**src/rtl/u41_cfg_shifter.sv**
```systemverilog
// u41_cfg_shifter
//
// Takes normalised gate configurations {norm, perm} from the 4-input
// permutation normaliser and streams each one, MSB first, into the
// configuration scan chain of a universal-gate cell. A latch strobe follows
// the last bit. One holding entry lets the upstream stage hand over the
// next result while the current frame is still shifting.
//
// Ports
//   clk         system clock
//   rst         synchronous reset, active-high
//   in_valid    norm/perm presented
//   in_ready    block can accept this cycle (registered, = !holding full)
//   in_norm     normalised truth table, bit 15 = row 0
//   in_perm     {p3,p2,p1,p0}, two bits each; must be a permutation of 0..3
//   scan_data   serial frame bit, MSB first
//   scan_en     high while scan_data carries a frame bit
//   scan_tick   one-cycle pulse on the last cycle of each bit
//   scan_latch  one-cycle pulse after the last bit of a frame
//   busy        frame shifting, latch pending, or holding entry full
//   err         one-cycle pulse when an accepted perm is not a permutation
//
// Parameters
//   DIV    clk cycles per scan bit, 1..255
//   NBITS  frame length, 16 norm bits + 8 perm bits; keep at 24
module u41_cfg_shifter #(
  parameter int DIV   = 1,
  parameter int NBITS = 24
) (
  input  logic        clk,
  input  logic        rst,
  input  logic        in_valid,
  output logic        in_ready,
  input  logic [15:0] in_norm,
  input  logic [7:0]  in_perm,
  output logic        scan_data,
  output logic        scan_en,
  output logic        scan_tick,
  output logic        scan_latch,
  output logic        busy,
  output logic        err
);

  typedef enum logic [1:0] {
    ST_IDLE  = 2'd0,
    ST_SHIFT = 2'd1,
    ST_LATCH = 2'd2
  } state_t;

  localparam logic [7:0] DIV_LAST = 8'(DIV - 1);
  localparam logic [4:0] BIT_LAST = 5'(NBITS - 1);

  // A perm is usable only if the four slot selectors are pairwise distinct.
  function automatic logic perm_ok(input logic [7:0] p);
    logic [1:0] w_p0, w_p1, w_p2, w_p3;
    {w_p3, w_p2, w_p1, w_p0} = p;
    return (w_p0 != w_p1) && (w_p0 != w_p2) && (w_p0 != w_p3) &&
           (w_p1 != w_p2) && (w_p1 != w_p3) && (w_p2 != w_p3);
  endfunction

  state_t             r_state;
  state_t             w_state_nxt;
  logic [NBITS-1:0]   r_shreg;
  logic [7:0]         r_div_cnt;
  logic [4:0]         r_bit_cnt;
  logic               r_hold_full;
  logic [15:0]        r_hold_norm;
  logic [7:0]         r_hold_perm;
  logic               r_err;

  logic               w_xfer;
  logic               w_tick;
  logic               w_in_ok;
  logic               w_hold_ok;
  logic               w_load;
  logic               w_load_hold;
  logic               w_hold_set;
  logic               w_hold_clr;
  logic               w_err_nxt;

  assign w_xfer    = in_valid && !r_hold_full;
  assign w_tick    = (r_state == ST_SHIFT) && (r_div_cnt == DIV_LAST);
  assign w_in_ok   = perm_ok(in_perm);
  assign w_hold_ok = perm_ok(r_hold_perm);

  // Next-state and datapath control. The holding entry drains in LATCH,
  // or in IDLE when it was filled during the LATCH cycle itself. Outside
  // IDLE every transfer lands in the holding entry; its perm is only
  // judged when it drains.
  always_comb begin
    w_state_nxt = r_state;
    w_load      = 1'b0;
    w_load_hold = 1'b0;
    w_hold_set  = 1'b0;
    w_hold_clr  = 1'b0;
    w_err_nxt   = 1'b0;
    case (r_state)
      ST_IDLE: begin
        if (r_hold_full) begin
          w_hold_clr = 1'b1;
          if (w_hold_ok) begin
            w_load      = 1'b1;
            w_load_hold = 1'b1;
            w_state_nxt = ST_SHIFT;
          end else begin
            w_err_nxt = 1'b1;
          end
        end else if (w_xfer) begin
          if (w_in_ok) begin
            w_load      = 1'b1;
            w_state_nxt = ST_SHIFT;
          end else begin
            w_err_nxt = 1'b1;
          end
        end
      end
      ST_SHIFT: begin
        w_hold_set = w_xfer;
        if (w_tick && (r_bit_cnt == BIT_LAST)) begin
          w_state_nxt = ST_LATCH;
        end
      end
      ST_LATCH: begin
        w_state_nxt = ST_IDLE;
        w_hold_set  = w_xfer;
        if (r_hold_full) begin
          w_hold_clr = 1'b1;
          if (w_hold_ok) begin
            w_load      = 1'b1;
            w_load_hold = 1'b1;
            w_state_nxt = ST_SHIFT;
          end else begin
            w_err_nxt = 1'b1;
          end
        end
      end
      default: begin
        w_state_nxt = ST_IDLE;
      end
    endcase
  end

  // Control state: FSM, holding flag, counters, error pulse.
  always_ff @(posedge clk) begin
    if (rst) begin
      r_state     <= ST_IDLE;
      r_hold_full <= 1'b0;
      r_err       <= 1'b0;
      r_div_cnt   <= '0;
      r_bit_cnt   <= '0;
    end else begin
      r_state <= w_state_nxt;
      r_err   <= w_err_nxt;
      if (w_hold_set) begin
        r_hold_full <= 1'b1;
      end else if (w_hold_clr) begin
        r_hold_full <= 1'b0;
      end
      if (w_load) begin
        r_div_cnt <= '0;
        r_bit_cnt <= '0;
      end else if (w_tick) begin
        r_div_cnt <= '0;
        r_bit_cnt <= r_bit_cnt + 5'd1;
      end else if (r_state == ST_SHIFT) begin
        r_div_cnt <= r_div_cnt + 8'd1;
      end
    end
  end

  // Frame data: shift register and holding payload carry no reset; they
  // are only observed while the control state says they are meaningful.
  always_ff @(posedge clk) begin
    if (w_load) begin
      r_shreg <= w_load_hold ? {r_hold_norm, r_hold_perm} : {in_norm, in_perm};
    end else if (w_tick) begin
      r_shreg <= {r_shreg[NBITS-2:0], 1'b0};
    end
    if (w_hold_set) begin
      r_hold_norm <= in_norm;
      r_hold_perm <= in_perm;
    end
  end

  assign in_ready   = !r_hold_full;
  assign scan_en    = (r_state == ST_SHIFT);
  assign scan_data  = scan_en && r_shreg[NBITS-1];
  assign scan_tick  = w_tick;
  assign scan_latch = (r_state == ST_LATCH);
  assign busy       = (r_state != ST_IDLE) || r_hold_full;
  assign err        = r_err;

endmodule
```
**config.mk**
```make
export PLATFORM = sky130hd
export DESIGN_NAME = u41_cfg_shifter
export DESIGN_NICKNAME = d
export VERILOG_FILES = /design/src/rtl/u41_cfg_shifter.sv
export SDC_FILE = /design/constraint.sdc
export NUM_CORES = 1
export LEC_CHECK = 0
export ABC_AREA = 1
export CORE_ASPECT_RATIO = 2
export CORE_UTILIZATION = 30
export CTS_BUF_LIST = sky130_fd_sc_hd__clkbuf_8
export CTS_CLUSTER_SIZE = 30
export DETAILED_ROUTE_END_ITERATION = 16
export DONT_BUFFER_PORTS = 1
export HOLD_SLACK_MARGIN = 0.06
export PLACE_DENSITY = 0.45
export REMOVE_ABC_BUFFERS = 1
export SLEW_MARGIN = 20
export SYNTH_ARGS = -nofsm -noshare
export SYNTH_HDL_FRONTEND = slang
export SYNTH_SLANG_ARGS = --single-unit
```
**constraint.sdc**
```tcl
create_clock -name clk -period 2.8 [get_ports clk]
set_input_delay 0.42 -clock clk [delete_from_list [all_inputs] [get_ports clk]]
set_output_delay 0.42 -clock clk [all_outputs]
set_load 0.02 [all_outputs]
```
## Word-level counts from Yosys, hierarchy flattened

Cells that the tools add are included.

- Bits in registers: 65
- Output and inout port bits: 7
- Logic and storage cells: 84

- $add $sub $neg: 2
- Eq/ne operators: 19
- Muxes and demuxes: 29
- Reductions and logical operators: 26

Operators by type and width:

| operator | count |
|---|---|
| $mux 24 | 3 |
| $ne 2x2->1 | 12 |
| $mux 1 | 18 |
| $logic_and 1x1->1 | 14 |
| $mux 2 | 5 |
| $ne 3x3->1 const B | 3 |
| $add 8x1->8 const B | 1 |
| $logic_not 8->1 | 1 |
| $pmux 2 s3 | 1 |
| $reduce_bool 2->1 | 3 |
| $reduce_or 2->1 | 3 |
| $add 5x1->5 const B | 1 |
| $eq 5x5->1 const B | 1 |
| $pmux 1 s2 | 2 |
| $reduce_and 4->1 | 1 |
| $reduce_or 3->1 | 1 |
| $eq 2x1->1 const B | 1 |
| $eq 2x2->1 const B | 1 |
| $logic_not 2->1 | 1 |
| $ne 2x1->1 const B | 1 |
| $logic_not 1->1 | 1 |
| $logic_or 1x1->1 | 1 |

## Longest topological paths before layout

Gate-level depths: netlist of the first run.

- Depth in word-level cells: 11
- Mapped depth: 13
- Gate-level depth less buffers: 13

## Worst setup path after synthesis of the first run

OpenSTA, ideal clock, no wires.

- Kind: reg2reg
- Start: register r_state[0]
- End: register r_shreg[0], enable pin
- Library setup time: 0.489 ns
- Arrival time: 1.950 ns
- Data required time: 2.311 ns
- Slack: 0.361 ns
- Cell stages (with the launch flop): 8
- Path buffers: 1
- Period minus slack after synthesis: 2.439 ns
- Path through: dfxtp_1 > inv_1 > ha_1 > nor2_1 > clkinv_1 > nand2_4 > buf_6 > nand3_1

- Cells in the longest elaborated chain, start to end: 3
- Elaborated cells between the ends (all ways): 6
- Classes of those cells: 2 x eq/ne; 1 x mux; 3 x reduce/logical

Ends and longest elaborated chain:

| element | RTL line | source |
|---|---|---|
| start, declared | 61 | `state_t r_state;` |
| start signal, assigned | 152 | `r_state <= w_state_nxt;` |
| $eq 2x2->1 | - |  |
| net scan_latch | 39 | `output logic scan_latch,` |
| $pmux 1 s2 | 97 | `case (r_state)` |
| $reduce_bool 2->1 (no line) | - |  |
| end signal, assigned | 175 | `r_shreg <= w_load_hold ? {r_hold_norm, r_hold_perm} : {in_norm, in_perm};` |
| end signal, assigned | 177 | `r_shreg <= {r_shreg[NBITS-2:0], 1'b0};` |
| end, declared | 63 | `logic [NBITS-1:0] r_shreg;` |

The timed path passes the listed nets, and every way through them passes these cells.
A chain may end at the register's enable or synchronous reset.

## Worst setup path in the final report of the first run

- Start: register r_state[1]
- End: output scan_tick

- Cells in the longest elaborated chain, start to end: 2

Ends and longest elaborated chain:

| element | RTL line | source |
|---|---|---|
| $eq 2x1->1 | 82 | `assign w_tick = (r_state == ST_SHIFT) && (r_div_cnt == DIV_LAST);` |
| $logic_and 1x1->1 | 82 |  |
| end, declared | 38 | `output logic scan_tick,` |

No other way between the ends.

==> metrics.txt, run 1 <==
Slew @ Worst Pin=roughly 440 ps; Yosys warnings=0; Place WS=between 600 and 700 ps; first-pass detailed-route iteration total=4; GRT met3 Usage=3.28%; H-tree Lvls=3; Post-CTS Hold Buffers=0; FF-to-FF path depth=10; Storage cell area=approximately 1800 um2; hold depth=1; Die Wd=around 80 um; crit start category=flip-flop; status=finished clean; Max Fclk=approximately 430 MHz; most used cell, CP=inv_1; Levels on crit path=7; Die Ht=about 160 um; vias per std cell=between 4 and 5; skew final=approximately 9 ps; Lkg Pwr=1.67 nW; min cycle time layout=2320 ps; worst path bufs/invs=4; Core ar.=between 10,000 and 15,000 um2; GRT busiest layer=met2; hold crit path type=in2reg; first-pass GRT wire length=13,700 um; clk root buf=clkbuf_8; library cells used by synthesis=32; post-CTS setup buffers=0; worst-path maximum fanout=8; filler cell count=1,193; Max Cap Viol=0; dpl hpwl=around 6400 um; Fin Setup TNS=0 ps; full die area=roughly 12,000 um2; worst skew pair latency=350 ps; Cell Area, Synth=3520 um2; Rel. slew slack=between 70% and 80%; delay-heaviest family, CP=buffers and inverters; Clock Tree Buf Depth=2; Post-synth EDFFs=48; initial antenna violation count=0; layout cell share with drive strength beyond 1=13.8%; Buffers on Ports=0; Tcrit/Tclk final=just over 80%; RSZ-0062 raised after global routing=no; Initial Util=between 30% and 40%; clock transition at the registers of the reported paths=around 80 ps; met2 usage=between 20% and 30%; kind of end point of the critical path=output pin; gr ovfl total=0; total I/O pin count=34; Slowest cell on crit path=dfxtp_1; Vias=2,687; Multi-input gate area=1470 um2; CP max stage delay=approximately 340 ps; Num CTS Buffers=9; Main synth FF type=edfxtp_1; Crit Path Category=reg2out; Clock Sink Count=65; ANT nets after route=0; DRC=0; nets@finish=448; Routability Congestion=about 0.84; post_cts resized=0; final design instance area without fill=just under 4000 um2; total wire length=between 8000 and 9000 um; CTS tree=done; Routed wire per std cell=about 15 um; Site Rows=55; maximum VDD drop=about 0.00032 V; Setup-failing EPs final=0; mean post-synth cell area=8.70 um2; Critical Path RT=2380 ps; vias in the first global route=around 2.7k; cells along the critical path=inv_1 > ha_1 > buf_4 > inv_1 > nor4_1 > nand2_1 > inv_1; dpl cell area=~3700 um2; final hold vios=0; total global-route track usage=15.2%; post-synthesis async set-or-reset flop share=0%; Worst R2R Setup Slack=about 630 ps; Post-Syn Instances=between 400 and 500; Seq cells post-synth=65; critical path arrival=1900 ps; 1st-iter DRT viols=roughly 110; fin worst setup slack=slightly below 500 ps; Max Slew Vio Count=0; ant diodes=0; Layout area overhead=10.4%; Total Power=roughly 3.5 mW; met1 GRT Util=about 15%; largest net degree at the start of global routing=38; sequential area share after synthesis=50.6%; P per Cell Area=around 890 nW/um2
synthesized netlist by cell type (4+ instances only):
master | instances | share of area [%]
xor2_1 | 8 | 2.0
nand3_1 | 57 | 8.1
dfxtp_1 | 17 | 9.7
nand3_2 | 13 | 3.7
nand4_1 | 4 | 0.71
edfxtp_1 | 48 | 41
nand2_1 | 126 | 13
a21oi_1 | 8 | 1.1
inv_2 | 10 | 1.1
o211ai_2 | 6 | 2.1
nor2_1 | 28 | 3.0
inv_1 | 39 | 4.2
buf_6 | 4 | 1.3
ha_1 | 7 | 2.5
worst register-to-register path: stages, from the launching register on:
cell,delay (ps)
edfxtp_1,450
inv_1,130
nand2_1,60
nand2_1,80
nor2_1,40
nor2_1,140
nand3_2,140
nor2_4,130
nand2_4,260
nand3_1,200
buf_4,240
report_power, final:
group | switching (mW) | internal (mW) | leakage (nW)
sequential | 0.101 | 1.37 | 0.582
combinational | 0.775 | 0.344 | 0.976
clock | 0.388 | 0.501 | 0.111
total | 1.26 | 2.21 | 1.67
path summary, 6_finish.rpt:
kind | start | to
hold reg to reg | r_bit_cnt[4] | r_bit_cnt[4]
setup reg to reg | r_hold_perm[0] | r_shreg[7]
hold / removal | rst | r_hold_full
setup / recovery | r_state[1] | scan_tick
sequential cells by signal, indices dropped and copies added, names as in the netlist:
| signal | cells |
|---|---|
| err | 1 |
| r_bit_cnt | 5 |
| r_div_cnt | 8 |
| r_hold_full | 1 |
| r_hold_norm | 16 |
| r_hold_perm | 8 |
| r_shreg | 24 |
| r_state | 2 |
area by class of cell:
type	count	share of cell area, %
well taps	142	4.56
repair buffers	6	1.16
clock inverters	7	2.44
multi-input cells	279	37.6
inverters	53	5.24
clock buffers	9	3.18
flip-flops and latches	65	45.8
through the flow:
step / utilization (%) / std cells / hold WS, ps
6_report: 34.3 / 561 / 132
5_1_grt: 34.3 / 561 / 113
4_1_cts: 34.3 / 561 / 106
3_5_place_dp: 32.4 / 545 / 463
3_3_place_gp: 32.4 / 545 / 450
2_1_floorplan: - / 397 / 441
layout by cell type (no fill, tap or decap), drive strengths merged:
master,instances
dfxtp,17
xor2,8
bufinv,2
o211ai,6
o21ai,4
inv,49
nor2,30
buf,6
a21oi,8
nand2,128
edfxtp,48
clkinv,9
nor4,1
or2,5
xnor2,3
nor3,2
and2,1
ha,7
nand3b,1
nand4,5
clkbuf,9
nand3,70
logic make-up after synthesis:
kind of cell    count (synthesis)  share of synthesized area [%]
flops                          65                           50.6
buf+inv                        61                           7.88
xor+xnor                       11                           2.73
simple gates                  243                           32.5
compound gates                 18                           3.83
fa+ha+maj                       7                           2.48
routing by layer:
metal / vias up / part of all wire [%]
li1: 1345 / -
met1: 1289 / 37
met2: 38 / 57
met3: 15 / 3.3
met4: 0 / 2.8
met5: - / 0
No activity file was read; power rests on OpenSTA's default activity.
==> run 2: changes to the inputs <==
--- a/config.mk
+++ b/config.mk
@@ -5,7 +5,7 @@
 export SDC_FILE = /design/constraint.sdc
 export NUM_CORES = 1
 export LEC_CHECK = 0
-export ABC_AREA = 1
+export ABC_AREA = 0
 export CORE_ASPECT_RATIO = 2
 export CORE_UTILIZATION = 30
 export CTS_BUF_LIST = sky130_fd_sc_hd__clkbuf_8
@@ -13,7 +13,7 @@
 export DETAILED_ROUTE_END_ITERATION = 16
 export DONT_BUFFER_PORTS = 1
 export HOLD_SLACK_MARGIN = 0.06
-export PLACE_DENSITY = 0.45
+export PLACE_DENSITY = 0.46
 export REMOVE_ABC_BUFFERS = 1
 export SLEW_MARGIN = 20
 export SYNTH_ARGS = -nofsm -noshare
==> constraint.sdc (replaced) <==
create_clock -name clk -period 1.9 [get_ports clk]
set_input_delay 0.285 -clock clk [delete_from_list [all_inputs] [get_ports clk]]
set_output_delay 0.285 -clock clk [all_outputs]
set_load 0.02 [all_outputs]
==> run 2 against run 1 <==
Compared with the run above:
- the run now ends with setup timing left
- synthesized cell count shrank 40%
- global-route usage grew 1.5 points
- clock skew up 6.8 ps
- via count down 16%
- die area is 9.1% lower
- sequential power grew 41%
- register-to-register slack worse by 820 ps
- non-clock buffer count grew 74
- worst setup slack lost 670 ps
- critical path type is now reg2reg
- highest routed layer unchanged
==> metrics.txt, run 2 <==
Crit Path Category=reg2reg; gr ovfl total=0 (unchanged); Routability Congestion=0.786 (-6.9%); final design instance area without fill=4430 um2 (+14%); nets@finish=356 (-21%); worst skew pair latency=350 ps (about the same); total wire length=8220 um (-4.1%); failing checks=setup timing; first-pass detailed-route iteration total=4 (unchanged); Slowest cell on crit path=edfxtp_1; Worst R2R Setup Slack=-190 ps (-820 ps); clk root buf=clkbuf_8; kind of end point of the critical path=flip-flop; Tcrit/Tclk final=110%; Initial Util=30.7% (-0.34 points); initial antenna violation count=0 (unchanged); fin worst setup slack=-185 ps (-670 ps); total I/O pin count=34 (unchanged); Comb power frac=33.8% (+1.6 points); max reg flops=24 (unchanged); Site Rows=53 (-3.6%); skew final=15.5 ps (+6.76 ps); delay-heaviest family, CP=simple AND/OR/NAND/NOR gates; Seq cells post-synth=65 (unchanged); Yosys warnings=0 (unchanged); min cycle time layout=between 2000 and 2500 ps; leading area contributor after synthesis=edfxtp_1; Critical Path RT=2000 ps (-380 ps); vias in the first global route=2,435 (-10%); Layout area overhead=38.6%; ANT nets after route=0 (unchanged); Largest Register=r_shreg; most frequent cells in the layout=edfxtp_1 (48), buf_4 (39), dlygate4sd3_1 (25); register share of total power=40.6% (-1.6 points); crit start category=flip-flop; CP max stage delay=500 ps (+160 ps); Die Ht=148 um (-4.7%); top post-synthesis cells by area=edfxtp_1 (45%), dfxtp_1 (11%), a221o_1 (5.9%), xnor2_1 (5.8%), and2_1 (4.3%); Max Slew Vio Count=0 (unchanged); dpl cell area=3640 um2 (-0.95%); Total Power=5.11 mW (+47%); vias per std cell=4.84 (+1.1%); maximum VDD drop=0.000569 V (+78%); total global-route track usage=16.6% (+1.5 points); DRC=0 (unchanged); Rel. slew slack=70.1% (-0.43 points); Vias=2,246 (-16%); layout cell share with drive strength beyond 1=33.9% (+20 points); filler cell count=1,000 (-16%); mean post-synth cell area=13.2 um2 (+52%); dpl hpwl=5140 um (-20%); Die Wd=75.0 um (-4.6%); Setup-failing EPs final=49 (+49); Post-Syn Instances=242 (-40%); critical path arrival=2190 ps (+290 ps); first-pass GRT wire length=13,000 um (-5.1%); most frequent cell after synthesis=edfxtp_1; Core ar.=10,400 um2 (-8.3%); CTS tree=done; library cells used by synthesis=43 (+34%); final hold vios=0 (unchanged); Lkg Pwr=1.70 nW (+2.0%); Max Cap Viol=0 (unchanged); status=finished with violations; Synth top area share=45.1% (+4.2 points); Slew @ Worst Pin=446 ps (+5.39 ps); Cell Area, Synth=3200 um2 (-9.3%); RSZ-0062 raised after global routing=yes; Place WS=-225 ps (-867 ps); Storage cell area=1790 um2 (+0.28%); Post-synth EDFFs=48 (unchanged); P per Cell Area=1150 nW/um2 (+29%); GRT met3 Usage=3.07% (-0.22 points); H-tree Lvls=3 (unchanged); Clock Sink Count=65 (unchanged); Max Fclk=approximately 480 MHz; post-synthesis async set-or-reset flop share=0% (unchanged); hold depth=2 (+1); Internal Pwr Total=3.60 mW (+63%); worst-path maximum fanout=5 (-3); sequential area share after synthesis=55.7% (+5.2 points); 1st-iter DRT viols=65 (-42%); Main synth FF type=edfxtp_1; Sw Share=29.6% (-6.8 points); clock transition at the registers of the reported paths=80 ps (about the same); Routed wire per std cell=17.7 um (+16%); FF-to-FF path depth=5 (-5); Largest regs=r_shreg (24), r_hold_norm (16); most common cell after layout, fill and taps aside=edfxtp_1; synth cell count leaders=edfxtp_1 (48), and2_1 (22), xnor2_1 (21); ant diodes=0 (unchanged); Psw=1.51 mW (+20%); Clock Tree Buf Depth=2 (unchanged); met1 GRT Util=16.9% (+2.1 points); Clock power frac=25.6% (about the same); hold crit path type=in2reg; full die area=11,100 um2 (-9.1%); Num CTS Buffers=9 (unchanged); GRT busiest layer=met2; worst path bufs/invs=0 (-4); met2 usage=30.2% (+1.3 points); Multi-input gate area=1430 um2 (-2.7%); Buffers on Ports=0 (unchanged); Levels on crit path=5 (-2); cells along the critical path=xor2_1 > o22ai_2 > or3_4 > nor2_8 > mux2_2; largest net degree at the start of global routing=26 (-32%)
## run 2: cell count changes after synthesis, sizes merged, moves of 11 or more
| cell | delta |
|---|---|
| a221o | +19 |
| nor2 | -25 |
| inv | -41 |
| xnor2 | +18 |
| nand2 | -119 |
| and2 | +21 |
| nand3 | -67 |
| and3 | +11 |
## run 2: through the flow
step | cells | setup TNS (ps) | hold WS (ps) | utilization (%)
after global routing | 464 | -8490 | 126 | 42.5
final | 464 | -3770 | 121 | 42.5
after detailed placement | 408 | -3480 | 363 | 34.9
after floorplan | 230 | -20920 | 354 | -
after global placement | 408 | -3040 | 360 | 34.9
after CTS | 463 | -3350 | 105 | 41.9
## run 2: per-layer routing
layer | wire length (um) | up-vias | part of all wire (%)
met5 | 0 | - | 0
met4 | 335 | 0 | 4.1
met3 | 199 | 23 | 2.4
met2 | 4800 | 42 | 58
met1 | 2880 | 1109 | 35
li1 | - | 1072 | -
## run 2: logic make-up (layout without fill, tap and decap cells)
kind of cell               after synthesis  after routing  share of synthesized area (%)
AOI/OAI and AO/OA                       37             37                           11.1
xor gates and xnor gates                35             35                           9.59
adders and majority gates                7              7                           2.74
buffers and inverters                   20            104                           3.68
DFF                                     65             65                           55.7
muxes                                   11             11                           3.76
and+or+nand+nor                         67             68                           13.4
## run 2: final timing paths
check | startpoint | end
max | r_hold_perm[4] | r_shreg[11]
min reg2reg | r_hold_norm[1] | r_shreg[9]
min | rst | r_state[0]
max reg2reg | r_hold_perm[4] | r_shreg[11]
## run 2: what timing repair did
item / 4_1_cts / 5_1_grt
cloned: 4 / 0
endpoints found under the setup margin: 50 / 61
resized for setup: 28 / 15
buffers inserted: 11 / 3
hold buffers: 25 / 0
pin swaps: 11 / 10
hold endpoints to repair: 30 / 0
## run 2: power by group through the flow
stage / logic, mW / registers [mW] / clock network, mW
after global routing: 1.87 / 2.10 / 1.40
after floorplan: 0.788 / 2.07 / 0
final: 1.73 / 2.07 / 1.31
after CTS: 1.78 / 2.07 / 1.34
after global placement: 1.37 / 2.09 / 0
after detailed placement: 1.36 / 2.10 / 0
## run 2: final cells by class
cell class	instances	area share, %
clock buffer	9	2.80
clock inverter	7	2.18
inverter	8	0.678
multi-input combinational	158	32.2
sequential	65	40.3
tap	137	3.87
timing repair buffer	80	18.0
